$ cat src/rtl/sdram_wb_arbiter.sv
// sdram_wb_arbiter
// ----------------
// Two-master Wishbone arbiter placed directly upstream of the SDRAM controller.
// It accepts single-beat classic Wishbone transactions from a CPU port and a
// DMA port. It chooses one requester with round-robin, plus a bounded lock
// for a master that keeps cyc high. The chosen transaction goes to the
// controller as a registered one-cycle request pulse. The acknowledge, with
// read data for reads, goes back to the granted master only.
//
// Ports
//   clk, rst            clock; synchronous active-high reset
//   cpu_*_i / cpu_*_o   CPU Wishbone slave port (cyc, stb, we, sel, adr, dat, ack)
//   dma_*_i / dma_*_o   DMA Wishbone slave port (same set)
//   ctrl_addr           controller word address (adr[22:0] of the granted master)
//   ctrl_rw             1 = write
//   ctrl_data_in        write data to the controller
//   ctrl_mask           byte mask: sel on writes, 0 on reads
//   ctrl_in_valid       one-cycle request pulse
//   ctrl_busy           controller cannot take a request
//   ctrl_data_out       controller read data
//   ctrl_out_valid      read data valid (one cycle)
//   grant_dma           1 while the current or last grant is DMA
//   dbg_state_o         FSM state: 0 IDLE, 1 ISSUE, 2 WAIT_RD, 3 ACK
//
// Handshake with the controller: ctrl_in_valid is a registered one-cycle
// pulse. It is raised only when ctrl_busy was low at the preceding clock
// edge. The controller accepts every pulse it sees. There is at most one
// transaction outstanding, and no new request is issued until the
// requesting master has been acknowledged.

module sdram_wb_arbiter #(
    parameter int MAX_LOCK = 8,
    parameter int CNT_W    = 4
) (
    input  logic        clk,
    input  logic        rst,
    input  logic        cpu_cyc_i,
    input  logic        cpu_stb_i,
    input  logic        cpu_we_i,
    input  logic [3:0]  cpu_sel_i,
    input  logic [31:0] cpu_adr_i,
    input  logic [31:0] cpu_dat_i,
    output logic        cpu_ack_o,
    output logic [31:0] cpu_dat_o,
    input  logic        dma_cyc_i,
    input  logic        dma_stb_i,
    input  logic        dma_we_i,
    input  logic [3:0]  dma_sel_i,
    input  logic [31:0] dma_adr_i,
    input  logic [31:0] dma_dat_i,
    output logic        dma_ack_o,
    output logic [31:0] dma_dat_o,
    output logic [22:0] ctrl_addr,
    output logic        ctrl_rw,
    output logic [31:0] ctrl_data_in,
    output logic [3:0]  ctrl_mask,
    output logic        ctrl_in_valid,
    input  logic        ctrl_busy,
    input  logic [31:0] ctrl_data_out,
    input  logic        ctrl_out_valid,
    output logic        grant_dma,
    output logic [1:0]  dbg_state_o
);

    typedef enum logic [1:0] {
        S_IDLE    = 2'd0,
        S_ISSUE   = 2'd1,
        S_WAIT_RD = 2'd2,
        S_ACK     = 2'd3
    } state_t;

    localparam logic [CNT_W-1:0] LP_MAX_LOCK = CNT_W'(MAX_LOCK);

    state_t            r_state;
    state_t            w_next_state;

    // Grant encoding: 0 = CPU, 1 = DMA.
    logic              r_grant;
    logic              r_last_grant;
    logic [CNT_W-1:0]  r_lock_cnt;

    logic [22:0]       r_ctrl_addr;
    logic              r_ctrl_rw;
    logic [31:0]       r_ctrl_data_in;
    logic [3:0]        r_ctrl_mask;
    logic              r_ctrl_in_valid;
    logic [31:0]       r_rd_data;
    logic              r_cpu_ack;
    logic              r_dma_ack;
    logic [31:0]       r_cpu_dat;
    logic [31:0]       r_dma_dat;

    logic              w_req_cpu;
    logic              w_req_dma;
    logic              w_last_cyc;
    logic              w_lock;
    logic              w_grant_sel;
    logic              w_start;
    logic              w_valid_nxt;
    logic              w_enter_ack;
    logic              w_rd_capture;
    logic [31:0]       w_ack_data;
    logic [22:0]       w_sel_adr;
    logic              w_sel_we;
    logic [31:0]       w_sel_dat;
    logic [3:0]        w_sel_sel;
    logic              w_unused;

    // Upper address bits are outside the SDRAM word space.
    assign w_unused = ^{cpu_adr_i[31:23], dma_adr_i[31:23]};

    assign w_req_cpu  = cpu_cyc_i & cpu_stb_i;
    assign w_req_dma  = dma_cyc_i & dma_stb_i;
    assign w_last_cyc = r_last_grant ? dma_cyc_i : cpu_cyc_i;

    // The last winner keeps the bus only while it is in an active run. A zero
    // count means it has no run: either the bench is fresh out of reset, or
    // the master dropped cyc. In that case it has no claim, and plain
    // round-robin picks the other master.
    assign w_lock = w_last_cyc && (r_lock_cnt != '0) && (r_lock_cnt < LP_MAX_LOCK);

    always_comb begin
        w_grant_sel = w_req_dma;
        if (w_req_cpu && w_req_dma) begin
            w_grant_sel = w_lock ? r_last_grant : ~r_last_grant;
        end
    end

    always_comb begin
        w_sel_adr = w_grant_sel ? dma_adr_i[22:0] : cpu_adr_i[22:0];
        w_sel_we  = w_grant_sel ? dma_we_i        : cpu_we_i;
        w_sel_dat = w_grant_sel ? dma_dat_i       : cpu_dat_i;
        w_sel_sel = w_grant_sel ? dma_sel_i       : cpu_sel_i;
    end

    // ---------------- FSM: state register ----------------
    always_ff @(posedge clk) begin
        if (rst) begin
            r_state <= S_IDLE;
        end else begin
            r_state <= w_next_state;
        end
    end

    // ---------------- FSM: next state ----------------
    always_comb begin
        w_next_state = r_state;
        case (r_state)
            S_IDLE: begin
                if (w_req_cpu || w_req_dma) w_next_state = S_ISSUE;
            end
            S_ISSUE: begin
                // Leave only once the request pulse is on the wire this cycle.
                if (r_ctrl_in_valid) w_next_state = r_ctrl_rw ? S_ACK : S_WAIT_RD;
            end
            S_WAIT_RD: begin
                if (ctrl_out_valid) w_next_state = S_ACK;
            end
            S_ACK: begin
                w_next_state = S_IDLE;
            end
            default: w_next_state = S_IDLE;
        endcase
    end

    // ---------------- FSM: output decode ----------------
    always_comb begin
        w_start      = (r_state == S_IDLE) && (w_req_cpu || w_req_dma);
        // The pulse is registered, so it uses the busy value sampled on the
        // edge that launches it. It is raised at most once per ISSUE visit.
        w_valid_nxt  = !ctrl_busy &&
                       (w_start || ((r_state == S_ISSUE) && !r_ctrl_in_valid));
        w_enter_ack  = (w_next_state == S_ACK) && (r_state != S_ACK);
        w_rd_capture = (r_state == S_WAIT_RD) && ctrl_out_valid;
        w_ack_data   = w_rd_capture ? ctrl_data_out : r_rd_data;
    end

    // ---------------- datapath / registered outputs ----------------
    always_ff @(posedge clk) begin
        if (rst) begin
            r_grant         <= 1'b0;
            r_last_grant    <= 1'b0;
            r_lock_cnt      <= '0;
            r_ctrl_addr     <= '0;
            r_ctrl_rw       <= 1'b0;
            r_ctrl_data_in  <= '0;
            r_ctrl_mask     <= '0;
            r_ctrl_in_valid <= 1'b0;
            r_rd_data       <= '0;
            r_cpu_ack       <= 1'b0;
            r_dma_ack       <= 1'b0;
            r_cpu_dat       <= '0;
            r_dma_dat       <= '0;
        end else begin
            r_ctrl_in_valid <= w_valid_nxt;
            r_cpu_ack       <= w_enter_ack & ~r_grant;
            r_dma_ack       <= w_enter_ack &  r_grant;

            if (w_start) begin
                r_grant        <= w_grant_sel;
                r_ctrl_addr    <= w_sel_adr;
                r_ctrl_rw      <= w_sel_we;
                r_ctrl_data_in <= w_sel_dat;
                r_ctrl_mask    <= w_sel_sel & {4{w_sel_we}};
            end

            if (w_rd_capture) r_rd_data <= ctrl_data_out;

            // Only the granted master's data output changes. The other one
            // holds whatever it last returned.
            if (w_enter_ack) begin
                if (r_grant) r_dma_dat <= w_ack_data;
                else         r_cpu_dat <= w_ack_data;
            end

            if (r_state == S_ACK) begin
                r_last_grant <= r_grant;
                if (r_grant == r_last_grant) begin
                    if (r_lock_cnt < LP_MAX_LOCK) r_lock_cnt <= r_lock_cnt + CNT_W'(1);
                end else begin
                    r_lock_cnt <= CNT_W'(1);
                end
            end else if ((r_state == S_IDLE) && !(r_grant ? dma_cyc_i : cpu_cyc_i)) begin
                r_lock_cnt <= '0;
            end
        end
    end

    assign cpu_ack_o     = r_cpu_ack;
    assign dma_ack_o     = r_dma_ack;
    assign cpu_dat_o     = r_cpu_dat;
    assign dma_dat_o     = r_dma_dat;
    assign ctrl_addr     = r_ctrl_addr;
    assign ctrl_rw       = r_ctrl_rw;
    assign ctrl_data_in  = r_ctrl_data_in;
    assign ctrl_mask     = r_ctrl_mask;
    assign ctrl_in_valid = r_ctrl_in_valid;
    assign grant_dma     = r_grant;
    assign dbg_state_o   = r_state;

endmodule

$ cat config.mk
export PLATFORM = sky130hd
export DESIGN_NAME = sdram_wb_arbiter
export DESIGN_NICKNAME = d
export VERILOG_FILES = /design/src/rtl/sdram_wb_arbiter.sv
export SDC_FILE = /design/constraint.sdc
export NUM_CORES = 1
export LEC_CHECK = 0
export CAP_MARGIN = 20
export CORE_MARGIN = 2
export CORE_UTILIZATION = 55
export CTS_BUF_LIST = sky130_fd_sc_hd__clkbuf_4
export CTS_CLUSTER_SIZE = 8
export DETAILED_ROUTE_END_ITERATION = 8
export DONT_BUFFER_PORTS = 1
export GPL_ROUTABILITY_DRIVEN = 0
export GPL_TIMING_DRIVEN = 0
export PLACE_DENSITY = 0.7
export SLEW_MARGIN = 15
export SYNTH_ARGS = -nofsm -noshare
export SYNTH_HDL_FRONTEND = slang
export SYNTH_SLANG_ARGS = --single-unit
$ cat constraint.sdc
create_clock -name clk -period 2.54 [get_ports clk]
set_input_delay 0.381 -clock clk [delete_from_list [all_inputs] [get_ports clk]]
set_output_delay 0.381 -clock clk [all_outputs]
set_load 0.02 [all_outputs]
* Word-level counts from Yosys, hierarchy flattened
Index checks and enable logic that the tools add are counted.
** Operators by class
- $add $sub $neg :: 1
- Order comparisons :: 1
- Equal/unequal tests :: 7
- Multiplexer cells :: 18
- Bitwise operators :: 7
- Reductions and logical operators :: 20
** Operators by type and width (number)
- 32-bit 2-to-1 mux :: 2
- 23-bit 2-to-1 mux :: 1
- 4-bit 2-to-1 mux :: 5
- 1-bit logical AND :: 9
- 2-bit case mux with 4 select lines :: 1
- 2-bit equality test, second input constant :: 3
- 1-bit 2-to-1 mux :: 6
- 2-bit 2-to-1 mux :: 3
- 2-bit AND reduction :: 3
- 4-bit by 1-bit adder with 4-bit output, second input constant :: 1
- 1-bit AND :: 4
- 4-bit AND :: 1
- 4-bit < comparator, second input constant :: 1
- 4-bit nonzero test :: 1
- 1-bit zero test :: 3
- 3-bit by 2-bit inequality test with 1-bit output, second input constant :: 1
- 2-bit by 1-bit equality test with 1-bit output, second input constant :: 1
- 2-bit zero test :: 1
- 1-bit logical OR :: 2
- 2-bit inequality test, second input constant :: 1
- 1-bit NOT :: 2
- 2-bit nonzero test :: 1
- 1-bit equality test :: 1
** Storage, ports and cells
- Register bits :: 167
- Input port bits :: 178
- Output and inout port bits :: 130
- Logic and storage cells :: 68

* Logic depth before layout (Yosys ltp)
- Depth after elaboration :: 7
- Gate-level depth with buffers :: 9
- Mapped depth without buffers :: 7

* Worst setup path before layout
OpenSTA, ideal clock, no wires.
- Path kind :: register to register
- Start point :: reg r_lock_cnt[0]
- End point :: reg r_ctrl_addr[0] (netlist: ctrl_addr[0])
- Setup time :: 0.141 ns
- Arrival time :: 1.842 ns
- Data required time :: 2.399 ns
- Path slack :: 0.557 ns
- Cell stages (with the launch flop) :: 10
- Path buffers :: 2
- Period minus slack after synthesis :: 1.983 ns
- Cell sequence :: dfxtp_1 > inv_1 > ha_1 > nor2b_2 > or3_1 > buf_2 > buf_2 > and4_1 > nor3_2 > nor3_2
** On the way
- Longest elaborated chain between the ends :: 6
- Elaborated cells between the ends (all ways) :: 7
- Classes of those cells :: 1 x order compare; 3 x mux; 3 x reduce/logical
** RTL lines
- start: declaration :: line 80 : logic [CNT_W-1:0] r_lock_cnt;
- start signal: assignment :: line 219 : if (r_lock_cnt < LP_MAX_LOCK) r_lock_cnt <= r_lock_cnt + CNT_W'(1);
- parallel branches: the longest is 2 deep, another holds 4-bit < comparator
- 1-bit logical AND * :: line 120 : assign w_lock = w_last_cyc && (r_lock_cnt != '0) && (r_lock_cnt < LP_MAX_LOCK);
- 1-bit 2-to-1 mux * :: line 125 : w_grant_sel = w_lock ? r_last_grant : ~r_last_grant;
- 1-bit 2-to-1 mux * :: line 124 : if (w_req_cpu && w_req_dma) begin
- 23-bit 2-to-1 mux * :: line 130 : w_sel_adr = w_grant_sel ? dma_adr_i[22:0] : cpu_adr_i[22:0];
- end signal: assignment :: line 201 : r_ctrl_addr <= w_sel_adr;
- end: declaration :: line 82 : logic [22:0] r_ctrl_addr;
Every way passes the cells marked *.
A chain may end at the register's enable or synchronous reset.

* Worst setup path after layout
- Start point :: reg r_lock_cnt[0]
- End point :: reg r_ctrl_addr[16] (netlist: ctrl_addr[16])
The elaborated chain is that of the path after synthesis.

==> results_dict.tcl <==
set metrics [dict create \
    area_growth_pct 11.9 \
    seq_power_share 0.551 \
    final_cell_area_um2 9100 \
    cts_tree "yes" \
    drive_gt1_frac 0.133 \
    p_sw_w 0.00163 \
    post_synth_mux_area_share 0.00123 \
    holdCritPathClass "input port to flop" \
    die-area_um2 15800 \
    synth_seq_area_share 0.411 \
    tightest_slew_ps 868 \
    pwr-share-clk 0.321 \
    reg2reg_to "ctrl_addr[16]$_SDFFE_PP0N_" \
    crit_path_end_kind "flop" \
    rsz0062_at_grt "no" \
    core_area_um2 14500 \
    setup_viol 0 \
    numCtsBuffers 17 \
    hold_violations 0 \
    fin_util 0.628 \
    power_density_nw_per_um2 590 \
    p_leak_nw 3.26 \
    crit_chain "inv_1 > ha_1 > nor2b_2 > o21ai_1 > buf_2 > clkbuf_1 > and4_1 > nor3_1 > nor3_2" \
    pwr-share-comb 0.128 \
    fp.dieH_um 126 \
    vias_per_cell 5.93 \
    grt_pass1_wl_mm 38.3 \
    required_ps 3050 \
    drt_iter0_markers 522 \
    finalCriticalPeriod_ps 2300 \
    max-slew-margin-rel 0.419 \
    synth.lib_cells_used.distinct 42 \
    grt-ovfl-total 0 \
    critPathKind "flop to flop" \
    antenna_found_initial 1 \
    synthesis.area_um2 8130 \
    synthAdderAreaFrac 0.00308 \
    worst_r2r_path_depth 9 \
    synth_xor_area_frac 0.00108 \
    postRouteWirelength_mm 24.5 \
    drc 0 \
    min_from "dma_dat_i[17]" \
    io_pins 308 \
    yosysWarnings 0 \
    synth_compound_area_frac 0.157 \
    initial_core_util 0.562 \
    cts_buffer_depth 2 \
    cts_sinks 167 \
    clock_latency_ps 580 \
    switching_share 0.304 \
    arrival_ps 2820 \
    status "finished clean" \
    path_buf_inv 3 \
    rows 44 \
    whs_endpoint "ctrl_data_in[17]$_SDFFE_PP0N_" \
    syn_area_per_cell_um2 8.08 \
    max_freq_mhz 434 \
    reg2reg_slack_ps 240 \
    ys_seq_elements 167 \
    track_usage 0.302 \
    nets 1246 \
    vias 7499 \
    fin_tns_setup_ps 0 \
    worst_setup_path_start_kind "flop" \
    die_width_um 126 \
    fillers 1311 \
    critical_path.max_stage_delay_ps 430 \
    grt_max_degree 17 \
    slew_violations 0 \
    finalCritPeriodShare 0.907 \
    internal_power_w 0.00373 \
    dp_hpwl_mm 17.5 \
    holdPathStages 3 \
    cts_root_buffer "clkbuf_4" \
    cp_slowest_cell "dfxtp_1" \
    synth_top_family_by_area "simple AND/OR/NAND/NOR gates" \
    htree_levels 4 \
    yosys.area_share.simple 0.373 \
    skew_ps 19.3 \
    routedWlPerCell_um 19.3 \
    clkTransAtPathRegs_ps 160 \
    grt_pass1_vias 7108 \
    syn_inst 1006 \
    placed_area_um2 8360 \
    drt_first_pass_iters 5 \
    reg2reg_from "r_lock_cnt[0]$_SDFFE_PP0P_" \
    maxCapViolations 0 \
    syn_nets 1186 \
    numPortBuffers 0 \
    antenna_left 0 \
    irDropWorstVdd_mv 0.328 \
    crit_fanout 10 \
    critical-path-top-delay-family "buffers and inverters" \
]
kinds of logic (layout without fill, tap and decap cells):
family                     after synthesis  after routing
other                                    0              1
AOI/OAI and AO/OA                      182            182
adders and majority gates                2              2
xor gates and xnor gates                 1              1
and+or+nand+nor                        558            558
muxes                                    1              1
buffers and inverters                   95            168
DFF                                    167            167
timing repair:
item | 4_1_cts | 5_1_grt
endpoints found under the hold margin | 37 | 0
buffers inserted | 0 | 0
hold buffers | 41 | 0
endpoints found under the setup margin | 0 | 50
resized for setup | 0 | 14
per-stage QoR:
step           worst slack, ps  total power (W)  instances  hold WS, ps
2_1_floorplan              557          0.00348       1006          459
3_3_place_gp               111          0.00364       1190          461
3_5_place_dp               110          0.00364       1190          464
4_1_cts                    102          0.00539       1263         71.6
5_1_grt                   2.07          0.00558       1264         93.9
6_report                   237          0.00536       1264          112
worst max-delay path by stage:
| stage | slack, ps | end | from | cells after the start |
|---|---|---|---|---|
| after floorplan | 560 | ctrl_addr[0]$_SDFFE_PP0N_ | r_lock_cnt[0]$_SDFFE_PP0P_ | 9 |
| after global placement | 110 | ctrl_data_in[21]$_SDFFE_PP0N_ | r_lock_cnt[0]$_SDFFE_PP0P_ | 9 |
| after detailed placement | 110 | ctrl_data_in[21]$_SDFFE_PP0N_ | r_lock_cnt[0]$_SDFFE_PP0P_ | 9 |
| after CTS | 100 | ctrl_data_in[21]$_SDFFE_PP0N_ | r_lock_cnt[0]$_SDFFE_PP0P_ | 9 |
| after global routing | 2 | cpu_dat_o[20]$_SDFFE_PP0P_ | dbg_state_o[1]$_SDFF_PP0_ | 6 |
| final | 240 | ctrl_addr[16]$_SDFFE_PP0N_ | r_lock_cnt[0]$_SDFFE_PP0P_ | 9 |
cells in the final DEF (no fill, tap or decap), types with 3 or more instances in the layout:
cell type	n
a21o_1	4
a22o_1	4
o21ai_0	4
inv_1	4
dlygate4sd3_1	41
a221o_1	45
nor3_2	60
nor2_1	117
clkbuf_4	17
and4_1	55
a221o_2	10
nor3_1	52
a21oi_1	40
nor2b_1	5
o21ai_1	66
buf_6	7
clkbuf_2	8
nand2b_1	64
clkbuf_1	54
nand2_1	189
buf_2	20
inv_6	5
bufinv_16	3
dfxtp_1	167
Yosys cell counts:
master | number | area, um^2
a211o_1 | 1 | 8.76
a21bo_2 | 1 | 10.0
a21boi_1 | 1 | 7.51
a21o_1 | 4 | 30.0
a21oi_1 | 40 | 200
a221o_1 | 45 | 450
a221o_2 | 10 | 113
a221oi_1 | 1 | 8.76
a22o_1 | 4 | 35.0
a31oi_1 | 2 | 12.5
a31oi_2 | 1 | 12.5
and2_1 | 2 | 12.5
and3b_1 | 1 | 8.76
and4_1 | 55 | 482
buf_1 | 4 | 15.0
buf_2 | 20 | 100
buf_6 | 7 | 78.8
clkbuf_1 | 60 | 225
dfxtp_1 | 167 | 3340
ha_1 | 2 | 25.0
inv_1 | 4 | 15.0
mux2i_1 | 1 | 10.0
nand2_1 | 189 | 709
nand2b_1 | 64 | 400
nand3_1 | 1 | 5.00
nand3b_1 | 1 | 7.51
nand4_1 | 1 | 6.26
nand4b_1 | 2 | 17.5
nor2_1 | 117 | 439
nor2_2 | 2 | 12.5
nor2b_1 | 5 | 31.3
nor2b_2 | 1 | 8.76
nor3_1 | 52 | 260
nor3_2 | 60 | 601
nor3b_1 | 2 | 15.0
o21ai_0 | 4 | 20.0
o21ai_1 | 66 | 330
o21bai_1 | 1 | 7.51
o41ai_4 | 1 | 27.5
or2_2 | 1 | 6.26
or3_1 | 2 | 12.5
xor2_1 | 1 | 8.76
registers in the layout (all words and copies together), names as in the netlist:
signal	cells
dma_ack_o	1
cpu_dat_o	32
r_last_grant	1
ctrl_addr	23
ctrl_mask	4
dbg_state_o	2
r_lock_cnt	4
ctrl_data_in	32
grant_dma	1
ctrl_rw	1
ctrl_in_valid	1
r_rd_data	32
cpu_ack_o	1
dma_dat_o	32
final cells by class:
type / instances / area (um^2) / share of cell area
Multi-Input combinational cell: 744 / 4350 / 0.478
Sequential cell: 167 / 3340 / 0.367
Buffer: 91 / 429 / 0.0472
Timing Repair Buffer: 41 / 410 / 0.0451
Tap cell: 184 / 230 / 0.0253
Clock inverter: 15 / 188 / 0.0206
Clock buffer: 17 / 128 / 0.0140
Inverter: 4 / 15.0 / 0.00165
Antenna cell: 1 / 2.50 / 0.000275
worst reg2reg max path, delay by kind of cell, from the launching register on:
family                     cells  cell delay [ps]
AOI/OAI and AO/OA              1              260
adders and majority gates      1              190
buffers and inverters          3              740
DFF                            1              430
and+or+nand+nor                4              630
routing by layer:
| metal | vias up | track usage | share of wire |
|---|---|---|---|
| met2 | 330 | 0.510 | 0.49 |
| met1 | 3494 | 0.353 | 0.39 |
| met5 | - | 0 | 0 |
| li1 | 3635 | - | - |
| met4 | 0 | 0.107 | 0.023 |
| met3 | 40 | 0.110 | 0.098 |
power groups by stage:
stage	logic (W)	clock network [W]	registers, W
final	0.000686	0.00172	0.00295
after global routing	0.000762	0.00185	0.00297
after CTS	0.000684	0.00175	0.00296
after detailed placement	0.000632	0	0.00301
after global placement	0.000624	0	0.00301
after floorplan	0.000508	0	0.00298
No activity file was read; power rests on OpenSTA's default activity.
